===== src/rtl/thermo_pkg.sv =====
// ============================================================================
// Module      : thermo_pkg
// Description : Shared mode encoding, one-hot display constants and helpers
//               for the thermostat mode controller and its display decoder.
// Revision    : 1.0 - initial release
// ============================================================================
`default_nettype none

package thermo_pkg;

    typedef enum logic [2:0] {
        MODE_OFF       = 3'd0,
        MODE_LOW_FAN   = 3'd1,
        MODE_HIGH_FAN  = 3'd2,
        MODE_LOW_COOL  = 3'd3,
        MODE_HIGH_COOL = 3'd4
    } mode_e;

    localparam logic [3:0] THERMO_OFF       = 4'b0000;
    localparam logic [3:0] THERMO_LOW_FAN   = 4'b0001;
    localparam logic [3:0] THERMO_HIGH_FAN  = 4'b0010;
    localparam logic [3:0] THERMO_LOW_COOL  = 4'b0100;
    localparam logic [3:0] THERMO_HIGH_COOL = 4'b1000;

    localparam int unsigned DEBOUNCE_CNT_W = 20;
    localparam int unsigned TURBO_CNT_W    = 32;

    localparam int unsigned BTN_POWER = 0;
    localparam int unsigned BTN_UP    = 1;
    localparam int unsigned BTN_DOWN  = 2;
    localparam int unsigned BTN_TURBO = 3;

    function automatic logic [3:0] mode_to_onehot(input mode_e m);
        case (m)
            MODE_LOW_FAN:   return THERMO_LOW_FAN;
            MODE_HIGH_FAN:  return THERMO_HIGH_FAN;
            MODE_LOW_COOL:  return THERMO_LOW_COOL;
            MODE_HIGH_COOL: return THERMO_HIGH_COOL;
            default:        return THERMO_OFF;
        endcase
    endfunction

    function automatic logic mode_is_legal(input mode_e m);
        case (m)
            MODE_OFF, MODE_LOW_FAN, MODE_HIGH_FAN,
            MODE_LOW_COOL, MODE_HIGH_COOL: return 1'b1;
            default:                       return 1'b0;
        endcase
    endfunction

    // HIGH_COOL saturates; OFF is left untouched (caller gates OFF anyway).
    function automatic mode_e mode_step_up(input mode_e m);
        case (m)
            MODE_LOW_FAN:  return MODE_HIGH_FAN;
            MODE_HIGH_FAN: return MODE_LOW_COOL;
            MODE_LOW_COOL: return MODE_HIGH_COOL;
            default:       return m;
        endcase
    endfunction

    // LOW_FAN saturates so stepping down never lands in OFF.
    function automatic mode_e mode_step_down(input mode_e m);
        case (m)
            MODE_HIGH_COOL: return MODE_LOW_COOL;
            MODE_LOW_COOL:  return MODE_HIGH_FAN;
            MODE_HIGH_FAN:  return MODE_LOW_FAN;
            default:        return m;
        endcase
    endfunction

endpackage

`default_nettype wire


===== src/rtl/btn_debounce.sv =====
// ============================================================================
// Module      : btn_debounce
// Description : Two-flop synchronizer, level debounce counter and one-cycle
//               press pulse on the accepted rising edge.
// Revision    : 1.0 - initial release
// ============================================================================
`default_nettype none

module btn_debounce
    import thermo_pkg::*;
#(
    parameter int unsigned DEBOUNCE_CYCLES = 500000
) (
    input  logic clk_i,
    input  logic rst_ni,
    input  logic btn_i,
    output logic press_o
);

    localparam logic [DEBOUNCE_CNT_W-1:0] CNT_LAST = DEBOUNCE_CNT_W'(DEBOUNCE_CYCLES - 1);

    logic [1:0]                sync_q;
    logic [DEBOUNCE_CNT_W-1:0] cnt_q,   cnt_d;
    logic                      level_q, level_d;
    logic                      prev_q;
    logic                      press_q;

    // Counter runs only while the synced level disagrees with the accepted one.
    always_comb begin
        cnt_d   = '0;
        level_d = level_q;
        if (sync_q[1] != level_q) begin
            if (cnt_q == CNT_LAST) begin
                level_d = sync_q[1];
            end else begin
                cnt_d = cnt_q + 1'b1;
            end
        end
    end

    always_ff @(posedge clk_i or negedge rst_ni) begin
        if (!rst_ni) begin
            sync_q  <= '0;
            cnt_q   <= '0;
            level_q <= 1'b0;
            prev_q  <= 1'b0;
            press_q <= 1'b0;
        end else begin
            sync_q  <= {sync_q[0], btn_i};
            cnt_q   <= cnt_d;
            level_q <= level_d;
            prev_q  <= level_q;
            press_q <= level_q & ~prev_q;
        end
    end

    assign press_o = press_q;

endmodule

`default_nettype wire


===== src/rtl/thermo_mode_ctrl.sv =====
// ============================================================================
// Module      : thermo_mode_ctrl
// Description : Debounced front-panel buttons driving the operating-mode FSM
//               and the timed turbo boost. Define THERMO_MODE_MEMORY_EN to
//               make Power-on restore the last non-OFF mode.
// Revision    : 1.0 - initial release
// ============================================================================
`default_nettype none

module thermo_mode_ctrl
    import thermo_pkg::*;
#(
    parameter int unsigned DEBOUNCE_CYCLES = 500000,
    parameter int unsigned TURBO_CYCLES    = 50000000
) (
    input  logic       Clk_in,
    input  logic       Rst_n_in,
    input  logic       Power_btn_in,
    input  logic       Up_btn_in,
    input  logic       Down_btn_in,
    input  logic       Turbo_btn_in,
    output logic [3:0] Thermo_out,
    output logic       Turbo_out,
    output logic       Err_out
);

    localparam logic [TURBO_CNT_W-1:0] TURBO_LOAD = TURBO_CNT_W'(TURBO_CYCLES);

    logic [3:0] raw_btn;
    logic [3:0] press;

    mode_e                  mode_q,      mode_d;
    mode_e                  restore_mode;
    logic                   turbo_q,     turbo_d;
    logic [TURBO_CNT_W-1:0] turbo_cnt_q, turbo_cnt_d;
    logic                   err_q,       err_d;
    logic [3:0]             thermo_q;

    assign raw_btn = {Turbo_btn_in, Down_btn_in, Up_btn_in, Power_btn_in};

    generate
        for (genvar gi = 0; gi < 4; gi++) begin : g_btn
            btn_debounce #(
                .DEBOUNCE_CYCLES(DEBOUNCE_CYCLES)
            ) u_btn (
                .clk_i  (Clk_in),
                .rst_ni (Rst_n_in),
                .btn_i  (raw_btn[gi]),
                .press_o(press[gi])
            );
        end
    endgenerate

`ifdef THERMO_MODE_MEMORY_EN
    mode_e last_q, last_d;

    always_comb begin
        last_d = last_q;
        if (mode_d != MODE_OFF) begin
            last_d = mode_d;
        end
    end

    always_ff @(posedge Clk_in or negedge Rst_n_in) begin
        if (!Rst_n_in) begin
            last_q <= MODE_LOW_FAN;
        end else begin
            last_q <= last_d;
        end
    end

    assign restore_mode = last_q;
`else
    assign restore_mode = MODE_LOW_FAN;
`endif

    always_comb begin
        mode_d      = mode_q;
        turbo_d     = turbo_q;
        turbo_cnt_d = turbo_cnt_q;
        err_d       = err_q | ~mode_is_legal(mode_q);

        // Power wins over every other button; Up+Down together cancel out.
        if (err_d) begin
            mode_d = MODE_OFF;
        end else if (press[BTN_POWER]) begin
            mode_d = (mode_q == MODE_OFF) ? restore_mode : MODE_OFF;
        end else if (mode_q != MODE_OFF) begin
            if (press[BTN_UP] && !press[BTN_DOWN]) begin
                mode_d = mode_step_up(mode_q);
            end else if (press[BTN_DOWN] && !press[BTN_UP]) begin
                mode_d = mode_step_down(mode_q);
            end
        end

        if (mode_d == MODE_OFF) begin
            turbo_d     = 1'b0;
            turbo_cnt_d = '0;
        end else if (press[BTN_TURBO] && (mode_q != MODE_OFF)) begin
            if (turbo_q) begin
                turbo_d     = 1'b0;
                turbo_cnt_d = '0;
            end else begin
                turbo_d     = 1'b1;
                turbo_cnt_d = TURBO_LOAD;
            end
        end else if (turbo_q) begin
            if (turbo_cnt_q <= TURBO_CNT_W'(1)) begin
                turbo_d     = 1'b0;
                turbo_cnt_d = '0;
            end else begin
                turbo_cnt_d = turbo_cnt_q - 1'b1;
            end
        end
    end

    always_ff @(posedge Clk_in or negedge Rst_n_in) begin
        if (!Rst_n_in) begin
            mode_q      <= MODE_OFF;
            turbo_q     <= 1'b0;
            turbo_cnt_q <= '0;
            err_q       <= 1'b0;
            thermo_q    <= THERMO_OFF;
        end else begin
            mode_q      <= mode_d;
            turbo_q     <= turbo_d;
            turbo_cnt_q <= turbo_cnt_d;
            err_q       <= err_d;
            thermo_q    <= mode_to_onehot(mode_d);
        end
    end

    assign Thermo_out = thermo_q;
    assign Turbo_out  = turbo_q;
    assign Err_out    = err_q;

endmodule

`default_nettype wire


===== config.mk =====
export PLATFORM = sky130hd
export DESIGN_NAME = thermo_mode_ctrl
export DESIGN_NICKNAME = d
export VERILOG_FILES = /design/src/rtl/thermo_pkg.sv /design/src/rtl/btn_debounce.sv /design/src/rtl/thermo_mode_ctrl.sv
export SDC_FILE = /design/constraint.sdc
export NUM_CORES = 1
export LEC_CHECK = 0
export CORE_MARGIN = 4
export CORE_UTILIZATION = 52
export CTS_BUF_LIST = sky130_fd_sc_hd__clkbuf_4
export DETAILED_ROUTE_END_ITERATION = 12
export PLACE_DENSITY_LB_ADDON = 0.3
export SETUP_SLACK_MARGIN = 0.05
export SLEW_MARGIN = 20
export SYNTH_ARGS = -nofsm -noshare
export SYNTH_HDL_FRONTEND = slang
export SYNTH_SLANG_ARGS = --single-unit

===== constraint.sdc =====
create_clock -name Clk_in -period 2.96 [get_ports Clk_in]
set_clock_uncertainty 0.15 [all_clocks]
set_input_delay 0.444 -clock Clk_in [delete_from_list [all_inputs] [get_ports Clk_in]]
set_output_delay 0.444 -clock Clk_in [all_outputs]
set_load 0.1 [all_outputs]

# --- Word level (Yosys, flattened, before mapping) ---
# Cells that the tools add are included.
totals:
  inputBits: 6
  word_cells: 99
  reg_bits: 141
  out_inout_bits: 6
classes:
  bitwise: 10
  n_addsub: 5
  eq_ne: 16
  order_cmp: 1
  mux: 28
  n_reduce_logical: 14
op_table:
  columns: ["op", "n"]
  rows:
  - ["two-way mux 20 bit", 8]
  - ["two-way mux 32 bit", 4]
  - ["adder 20 x 1 -> 20 bit, second input constant", 4]
  - ["== test 20 x 19 -> 1 bit, second input constant", 4]
  - ["<= comparator 32 x 1 -> 1 bit, second input constant", 1]
  - ["subtractor 32 x 1 -> 32 bit, second input constant", 1]
  - ["two-way mux 26 bit", 1]
  - ["case mux 3 bit (3 select lines)", 2]
  - ["case mux 4 bit (4 select lines)", 1]
  - ["two-way mux 3 bit", 5]
  - ["== test 3 x 2 -> 1 bit, second input constant", 4]
  - ["AND reduction 2 bit", 4]
  - ["two-way mux 1 bit", 7]
  - ["== test 3 x 1 -> 1 bit, second input constant", 2]
  - ["== test 3 bit, second input constant", 2]
  - ["logical NOT 3 bit", 2]
  - ["nonzero test 3 bit", 2]
  - ["inverter 1 bit", 5]
  - ["OR reduction 5 bit", 1]
  - ["AND 1 bit", 4]
  - ["!= test 1 bit", 4]
  - ["logical AND 1 bit", 3]
  - ["logical NOT 1 bit", 2]
  - ["bitwise OR 1 bit", 1]

# --- Depth between registers and ports, before layout ---
# Gate-level depths: netlist of the first run.
depth:
  depth_word: 9
  depth_mapped: 8
  depth_no_buf: 7

# --- By module ---
# From an unflattened synthesis of the first run, not the netlist that was laid out.
unflattened:
  cells_unflattened: 713
  area_unflattened_um2: 7310.8
modules_own_cells:
  columns: ["module", "cells_each", "area_each_um2", "seq_area_each_um2", "n_inst"]
  rows:
  - ["btn_debounce", 113, 1197.4, 625.6, 4]
  - ["thermo_mode_ctrl", 261, 2521.2, 1026.0, 1]

# --- Worst setup path after synthesis of the first run ---
# Ideal clock, no wire load.
synth_timing:
  path_type: "register to register"
  startpoint: "register turbo_q (netlist: Turbo_out)"
  endpoint: "register turbo_cnt_q[28]"
  stages_incl_launch_ff: 6
  setup_ns: 0.080
  synth_period_minus_slack_ns: 2.392
  slack_ns: 0.568
  required_time_ns: 2.730
  n_path_buf: 0
  t_arrival_ns: 2.162
  path_cell_list: "dfrtp_1 > inv_1 > a21oi_1 > nand4_1 > or3_1 > a21oi_1"
synth_via:
  elab_chain_len: 1
synth_rtl:
  columns: ["item", "line", "rtl"]
  rows:
  - ["from (decl)", "thermo_mode_ctrl.sv:34", "logic turbo_q, turbo_d;"]
  - ["from (signal assigned)", "thermo_mode_ctrl.sv:126", "turbo_q <= turbo_d;"]
  - ["nonzero test 3 bit (no source line)", null, null]
  - ["to (signal assigned)", "thermo_mode_ctrl.sv:127", "turbo_cnt_q <= turbo_cnt_d;"]
  - ["to (decl)", "thermo_mode_ctrl.sv:35", "logic [TURBO_CNT_W-1:0] turbo_cnt_q, turbo_cnt_d;"]
# No other way between the ends.
# A chain may end at the register's enable or synchronous reset.

# --- Final worst setup path of the first run ---
layout_timing:
  startpoint: "register turbo_cnt_q[4]"
  endpoint: "register turbo_cnt_q[30]"
layout_via:
  elab_chain_len: 5
  word_cells_on_any_way: 6
  cone_classes: "1 x add/sub; 1 x order compare; 4 x mux"
layout_rtl:
  columns: ["item", "line", "rtl"]
  rows:
  - ["subtractor 32 x 1 -> 32 bit or <= comparator 32 x 1 -> 1 bit (tied branches)", "thermo_mode_ctrl.sv:112, thermo_mode_ctrl.sv:108", null]
  - ["two-way mux 32 bit (*)", "thermo_mode_ctrl.sv:108", "if (turbo_cnt_q <= TURBO_CNT_W'(1)) begin"]
  - ["two-way mux 32 bit (*)", "thermo_mode_ctrl.sv:107", "end else if (turbo_q) begin"]
  - ["two-way mux 32 bit (*)", "thermo_mode_ctrl.sv:99", "end else if (press[BTN_TURBO] && (mode_q != MODE_OFF)) begin"]
  - ["two-way mux 32 bit (*)", "thermo_mode_ctrl.sv:96", "if (mode_d == MODE_OFF) begin"]
# Mark *: on every way between the ends. The rest lies on a longest branch, timed or not. The select of a mux whose other input is x is not followed.

==> metrics, run 1 <==
CTS tree=yes; RSZ-0062 raised after global routing=no; Tightest Hold Check Type=in -> async; clock sink count=141; Std-Cell Core Area=12700 sq um; EDFF count, synth=0; Fin. Hold Viols=0; R2R Path Start=turbo_cnt_q[4]$_DFFE_PN0P_; clock tree root driver cell=clkbuf_4; max-cap violations=0; antenna violations before repair=1; routed vias=4946; Post-synth ARST share=100%; final core utilization=58.3%; Fmax=384 MHz; routability cong.=0.879; aggregate global-route resource usage=19.3%; Routed WL=13100 microns; Post-Place Cells=861; vias in the first global route=4893; final period utilization=88.0%; port buffer count=11; Antenna Violating Nets Remaining=0; total grt overflow=0; cell-internal power=0.00242 W; CTS max path bufs=2; setup slack, reg-to-reg=0.36 ns; minimum clock period=2.60 ns; layout cell share with drive strength beyond 1=10.1%; Synth Register Bits=141; die area=14900 sq um; Worst EP required=3.20 ns; Worst slew margin=42.4%; Clk pwr share=35.3%; Rows=41; Worst Max-Slew Pin Slew=0.858 ns; DIE WIDTH=122 microns; worst path cell trace=or4_1, nor3_4, nand4_2, o211ai_4, nor2_1; Net Count, Synth=695; Syn-to-layout area delta=8.92%; outcome=finished, final reports clean; area taken by flip-flops and latches=3530 sq um; CP Launch Type=flip-flop; most common cell after layout, fill and taps aside=dfrtp_1; Syn. warnings=0; CP Max Fanout=18; Pwr Total=0.00317 W; htree depth=4; logic gate share of total power=3.0%; sequential fraction of the synthesis area=52.1%; Final Max Tran Viols=0; final setup TNS=0 ns; Power Density=430 nW/um^2; predominant post-synthesis flop cell=dfrtp_1; drc violations=0; Die Y=122 microns; P_leak=3.25 nW; Resized cells post-CTS=0; 1st-pass router iterations=4; Mapped Area=6780 sq um; Crit. End Element=flip-flop; Switching Power=0.000753 W; largest net degree at the start of global routing=79; reg2reg end=turbo_cnt_q[30]$_DFFE_PN0P_; CP max stage delay=0.71 ns; Initial Util=53.5%; WP data arrival=2.84 ns; sw frac=23.7%; Synth Instances=683; fin nets=721; Layout Cells excl Fill=895; Fill cells=1100; dpl hpwl=9190 microns; multi-input logic area=3110 sq um; num ports=12; clock slew at reported path FFs=0.12 ns; R2R depth=5; Reg power frac=61.8%; final setup violation count=0; CP max stage cell=or4_1; DRT iter0 DRCs=316; Max VDD drop=451 uV; hold slack=0.196 ns; first-pass GRT wire length=23000 microns; number of vias per cell=5.53; Routed WL per cell=14.6 microns; worst skew pair latency=0.52 ns; CP startpoint=turbo_cnt_q[4]$_DFFE_PN0P_; Syn Area/Cell=9.92 sq um; most frequent cells in the layout=141 x dfrtp_1, 137 x nor2_1, 51 x xor2_1; Setup CP Type=reg -> reg; Synth cell types=55; clock buffer count from CTS=17
[cell families after synthesis]
| family | after synthesis | share of synthesized area [%] |
|---|---|---|
| AO/OA/AOI/OAI | 52 | 5.43 |
| buffers and inverters | 33 | 1.99 |
| multiplexers | 6 | 0.960 |
| AND/OR/NAND/NOR | 352 | 26.4 |
| adder cells (fa/ha/maj) | 6 | 1.11 |
| flip-flops | 141 | 52.1 |
| XOR/XNOR | 93 | 12.0 |
[routing by layer]
| layer | GRT usage, % | share of wire [%] | up-vias |
|---|---|---|---|
| met5 | 0 | 0 | - |
| met4 | 6.79 | 1.1 | 0 |
| met3 | 4.78 | 4.0 | 12 |
| met2 | 30.5 | 49 | 81 |
| met1 | 26.1 | 46 | 2416 |
| li1 | - | - | 2437 |
[power by group through the flow]
stage	registers, W	clock network (W)	logic [W]
after CTS	0.00196	0.00116	0.0000978
after global placement	0.00200	0	0.0000935
final	0.00196	0.00112	0.0000938
after floorplan	0.00199	0	0.0000404
after detailed placement	0.00200	0	0.0000963
after global routing	0.00196	0.00126	0.000112
[critical path, delay by kind of cell, from the launching register on]
| family | cells | cell delay, ns |
|---|---|---|
| DFF | 1 | 0.43 |
| AOI/OAI and AO/OA | 1 | 0.52 |
| and+or+nand+nor | 4 | 1.37 |
[what timing repair did]
action	CTS	global route
hold endpoints to repair	76	0
buffers inserted	0	0
hold buffers	1	0
[flip-flops by register name, indices dropped and copies added, names as in the netlist]
name                 flops
Err_out                  1
Thermo_out               4
Turbo_out                1
g_btn.u_btn.cnt_q       80
g_btn.u_btn.level_q      4
g_btn.u_btn.press_o      4
g_btn.u_btn.prev_q       4
g_btn.u_btn.sync_q       8
mode_q                   3
turbo_cnt_q             32
[cell usage after synthesis (4+ instances only)]
| cell type | count | area [sq um] |
|---|---|---|
| clkbuf_1 | 13 | 48.8 |
| nand2_1 | 38 | 143 |
| nor2b_1 | 4 | 25.0 |
| nand4_1 | 26 | 163 |
| a311oi_1 | 5 | 43.8 |
| nor2_1 | 137 | 514 |
| a21oi_1 | 18 | 90.1 |
| or3_1 | 6 | 37.5 |
| inv_1 | 16 | 60.1 |
| or2_2 | 8 | 50.1 |
| nand2b_1 | 5 | 31.3 |
| nand3_1 | 37 | 185 |
| nor4b_1 | 7 | 61.3 |
| and3_1 | 8 | 50.1 |
| and4_1 | 7 | 61.3 |
| or4_1 | 8 | 60.1 |
| nor4_1 | 18 | 113 |
| nor3_1 | 25 | 125 |
| ha_1 | 6 | 75.1 |
| o21ai_0 | 7 | 35.0 |
| mux2_2 | 4 | 45.0 |
| xor2_1 | 51 | 447 |
| dfrtp_1 | 141 | 3530 |
| xnor2_1 | 42 | 368 |
[stage by stage]
step	cell area (sq um)	setup WS, ns
3_5_place_dp	7120	0.376
4_1_cts	7380	0.354
2_1_floorplan	6780	0.568
6_report	7380	0.355
5_1_grt	7380	0.197
3_3_place_gp	7120	0.434
[worst max path at each step]
| stage | slack [ns] | endpoint | depth (start not counted) |
|---|---|---|---|
| floorplan | 0.57 | turbo_cnt_q[28]$_DFFE_PN0P_ | 5 |
| global placement | 0.43 | turbo_cnt_q[27]$_DFFE_PN0P_ | 5 |
| detailed placement | 0.38 | turbo_cnt_q[30]$_DFFE_PN0P_ | 5 |
| CTS | 0.35 | turbo_cnt_q[9]$_DFFE_PN0P_ | 5 |
| global route | 0.20 | turbo_cnt_q[4]$_DFFE_PN0P_ | 5 |
| finish | 0.36 | turbo_cnt_q[30]$_DFFE_PN0P_ | 5 |
[cell type report]
cell class / instances / share of cell area [%]
diodes: 1 / 0.0339
clock buffers: 21 / 2.14
clock inverters: 11 / 1.29
inverters: 16 / 0.814
multi-input cells: 509 / 42.2
flip-flops and latches: 141 / 47.8
well taps: 172 / 2.92
repair buffers: 24 / 2.83
(Power assumes the default switching activity.)
==> inputs of run 2 (changes only) <==
--- a/config.mk
+++ b/config.mk
@@ -5,6 +5,7 @@
 export SDC_FILE = /design/constraint.sdc
 export NUM_CORES = 1
 export LEC_CHECK = 0
+export ABC_AREA = 1
 export CORE_MARGIN = 4
 export CORE_UTILIZATION = 52
 export CTS_BUF_LIST = sky130_fd_sc_hd__clkbuf_4
==> run 2 against run 1 <==
  * Setup slack better by 0.44 ns
  * Sequential share of layout area down 3.7 points
  * Area after synthesis rose by 9.8%
  * Register-to-register slack better by 0.44 ns
  * First-iteration DRC count rose by 40%
  * Core utilization is 0.86 points lower
  * Count of clock-buffer cells in the layout did not move
  * Wire length increased by 9.7%
  * Worst hold slack got worse by 0.029 ns
  * Clock power grew 4%
  * Fmax increased by 21%
  * Design area up 8.3%
  * Critical endpoint is now turbo_cnt_q[11]$_DFFE_PN0P_
==> metrics, run 2 <==
Std-Cell Core Area=13900 sq um; biggest registers after layout=g_btn.u_btn.cnt_q (80), turbo_cnt_q (32), g_btn.u_btn.sync_q (8); family with the most delay on the worst path=simple AND/OR/NAND/NOR gates; fin nets=969; die area=16300 sq um; DRT iter0 DRCs=442; Pwr Total=0.00320 W; Worst Max-Slew Pin Slew=0.638 ns; largest register by flop count=g_btn.u_btn.cnt_q; R2R Path Start=mode_q[1]$_DFF_PN0_; mux cell area share after synthesis=0.303%; top cells by area, synth=dfrtp_1 47%, nor2_1 9.3%, nand2_1 8.4%; CP Max Fanout=21; Setup CP Type=reg -> reg; P_leak=3.91 nW; max-cap violations=0; Power Density=400 nW/um^2; Post-synth top cells=185 x nor2_1, 166 x nand2_1, 141 x dfrtp_1, 121 x inv_1, 54 x nand3_1; Antenna Violating Nets Remaining=0; layout cell share with drive strength beyond 1=8.87%; clock tree root driver cell=clkbuf_4; CTS max path bufs=2; Syn-to-layout area delta=7.43%; antenna violations before repair=1; reg2reg end=turbo_cnt_q[11]$_DFFE_PN0P_; top cell type's share of synthesized area=47.4%; num ports=12; Synth Area in Compound Gates=3.63%; predominant post-synthesis flop cell=dfrtp_1; final period utilization=73.0%; Critical Path Stages=10; CP max stage cell=dfrtp_1; total grt overflow=0; Synth Area in Simple Gates=33.6%; Post-Synth Adder-Cell Area=1.01%; first-pass GRT wire length=25700 microns; minimum clock period=2.16 ns; Synth cell types=39; worst path cell trace=nor2_2, nand2_2, nand2_4, nand2_4, inv_1, nor2_2, nand3_1, xor2_1, nand3_1, inv_1; Tightest Hold Check Type=in -> reg; max FFs per register=80; clock sink count=141; Net Count, Synth=945; Routed WL per cell=12.5 microns; final setup violation count=0; Resized cells post-CTS=0; CP Launch Type=flip-flop; most common cell after layout, fill and taps aside=nor2_1; Crit path buffers/inverters=2; Post-synth ARST share=100%; most frequent cell after synthesis=nor2_1; Synth Instances=933; post-route cell area=8000 sq um; WP data arrival=2.51 ns; aggregate global-route resource usage=19.2%; Final Max Tran Viols=0; dpl hpwl=10500 microns; xor and xnor area share after synthesis=6.82%; combinational family with the most area after synthesis=simple AND/OR/NAND/NOR gates; port buffer count=11; largest net degree at the start of global routing=64; outcome=finished, final reports clean; routed vias=5855; Fill cells=1257; RSZ-0062 raised after global routing=no; Syn. warnings=0; CP max stage delay=0.46 ns; number of vias per cell=5.09; CP startpoint=mode_q[1]$_DFF_PN0_; final setup TNS=0 ns; Worst EP required=3.31 ns; clock slew at reported path FFs=0.12 ns; Fmax=463 MHz; vias in the first global route=5619; clock buffer count from CTS=17; 1st-pass router iterations=5; Crit. End Element=flip-flop; most frequent cells in the layout=185 x nor2_1, 166 x nand2_1, 141 x dfrtp_1; setup slack, reg-to-reg=0.80 ns; Synth Register Bits=141; Syn Area/Cell=7.98 sq um; EDFF count, synth=0; sequential fraction of the synthesis area=47.4%; Critical Path Sink=turbo_cnt_q[11]$_DFFE_PN0P_; Mapped Area=7440 sq um; drc violations=0; routability cong.=0.874; Fin. Hold Viols=0; Post-DP Area=7730 sq um; R2R depth=10; Die Y=128 microns; Initial Util=53.4%; Routed WL=14400 microns; Rows=43; CTS tree=yes; worst skew pair latency=0.55 ns; post-synth top area cell=dfrtp_1; DIE WIDTH=128 microns; Worst slew margin=57.1%; htree depth=4; Max VDD drop=402 uV
run 2: cell count changes in the layout (fill, tap and decap cells not counted), moves of 9 or more:
cell | previous run | this run
o21ai_0 | 7 | 23
nor2_2 | 0 | 16
xnor2_1 | 42 | 9
nor3_1 | 25 | 34
nand2_2 | 0 | 10
nor2_1 | 137 | 185
nand3_1 | 37 | 54
nand2_1 | 38 | 166
nor3b_1 | 2 | 11
inv_1 | 16 | 121
run 2: cell families (layout without fill, tap and decap cells):
kind of cell	Yosys count	after routing
simple gates	541	541
mux	2	2
buf+inv	135	172
fa+ha+maj	6	6
compound gates	50	50
flops	141	141
other cells	0	1
xor+xnor	58	58
run 2: final cells by class:
| cell class | instances | area, sq um | area share, % |
|---|---|---|---|
| timing repair buffer | 16 | 149 | 1.86 |
| inverter | 124 | 465 | 5.82 |
| sequential | 141 | 3530 | 44.1 |
| antenna | 1 | 2.50 | 0.0313 |
| tap | 180 | 225 | 2.82 |
| clock inverter | 11 | 95.1 | 1.19 |
| multi-input combinational | 657 | 3370 | 42.2 |
| clock buffer | 21 | 158 | 1.97 |
run 2: report_power, final:
group / total, W / switching [W] / leakage (nW) / internal, W
Combinational: 0.0000928 / 0.0000682 / 1.83 / 0.0000246
Sequential: 0.00195 / 0.0000104 / 1.94 / 0.00194
Clock: 0.00116 / 0.000707 / 0.133 / 0.000448
run 2: stage by stage:
step / util, % / cells / hold WS, ns / setup WS [ns]
floorplan: - / 933 / -0.00159 / 0.758
global placement: 55.5 / 1117 / 0.185 / 0.928
detailed placement: 55.5 / 1117 / 0.186 / 0.844
CTS: 57.4 / 1150 / 0.133 / 0.842
global route: 57.4 / 1151 / 0.104 / 0.641
finish: 57.4 / 1151 / 0.166 / 0.800
run 2: timing repair:
action                                 in CTS  in global routing
hold buffers                                1                  0
setup buffers                               0                  0
endpoints found under the hold margin      60                  0
run 2: how the worst min path moves through the flow:
| stage | startpoint | to | slack [ns] | depth (start not counted) |
|---|---|---|---|---|
| floorplan | Rst_n_in | Err_out$_DFF_PN0_ | -0.002 | 0 |
| global placement | g_btn[2].u_btn.sync_q[0]$_DFF_PN0_ | g_btn[2].u_btn.sync_q[1]$_DFF_PN0_ | 0.18 | 0 |
| detailed placement | g_btn[2].u_btn.sync_q[0]$_DFF_PN0_ | g_btn[2].u_btn.sync_q[1]$_DFF_PN0_ | 0.19 | 0 |
| CTS | Turbo_btn_in | g_btn[3].u_btn.sync_q[0]$_DFF_PN0_ | 0.13 | 1 |
| global route | Turbo_btn_in | g_btn[3].u_btn.sync_q[0]$_DFF_PN0_ | 0.10 | 1 |
| finish | Turbo_btn_in | g_btn[3].u_btn.sync_q[0]$_DFF_PN0_ | 0.17 | 1 |
run 2: metal layers:
metal,wire [microns],GRT usage (%),up-vias
met5,0,0,-
met4,146,5.24,0
met3,502,4.68,16
met2,6700,30.1,89
met1,7030,26.9,2730
li1,-,-,3020
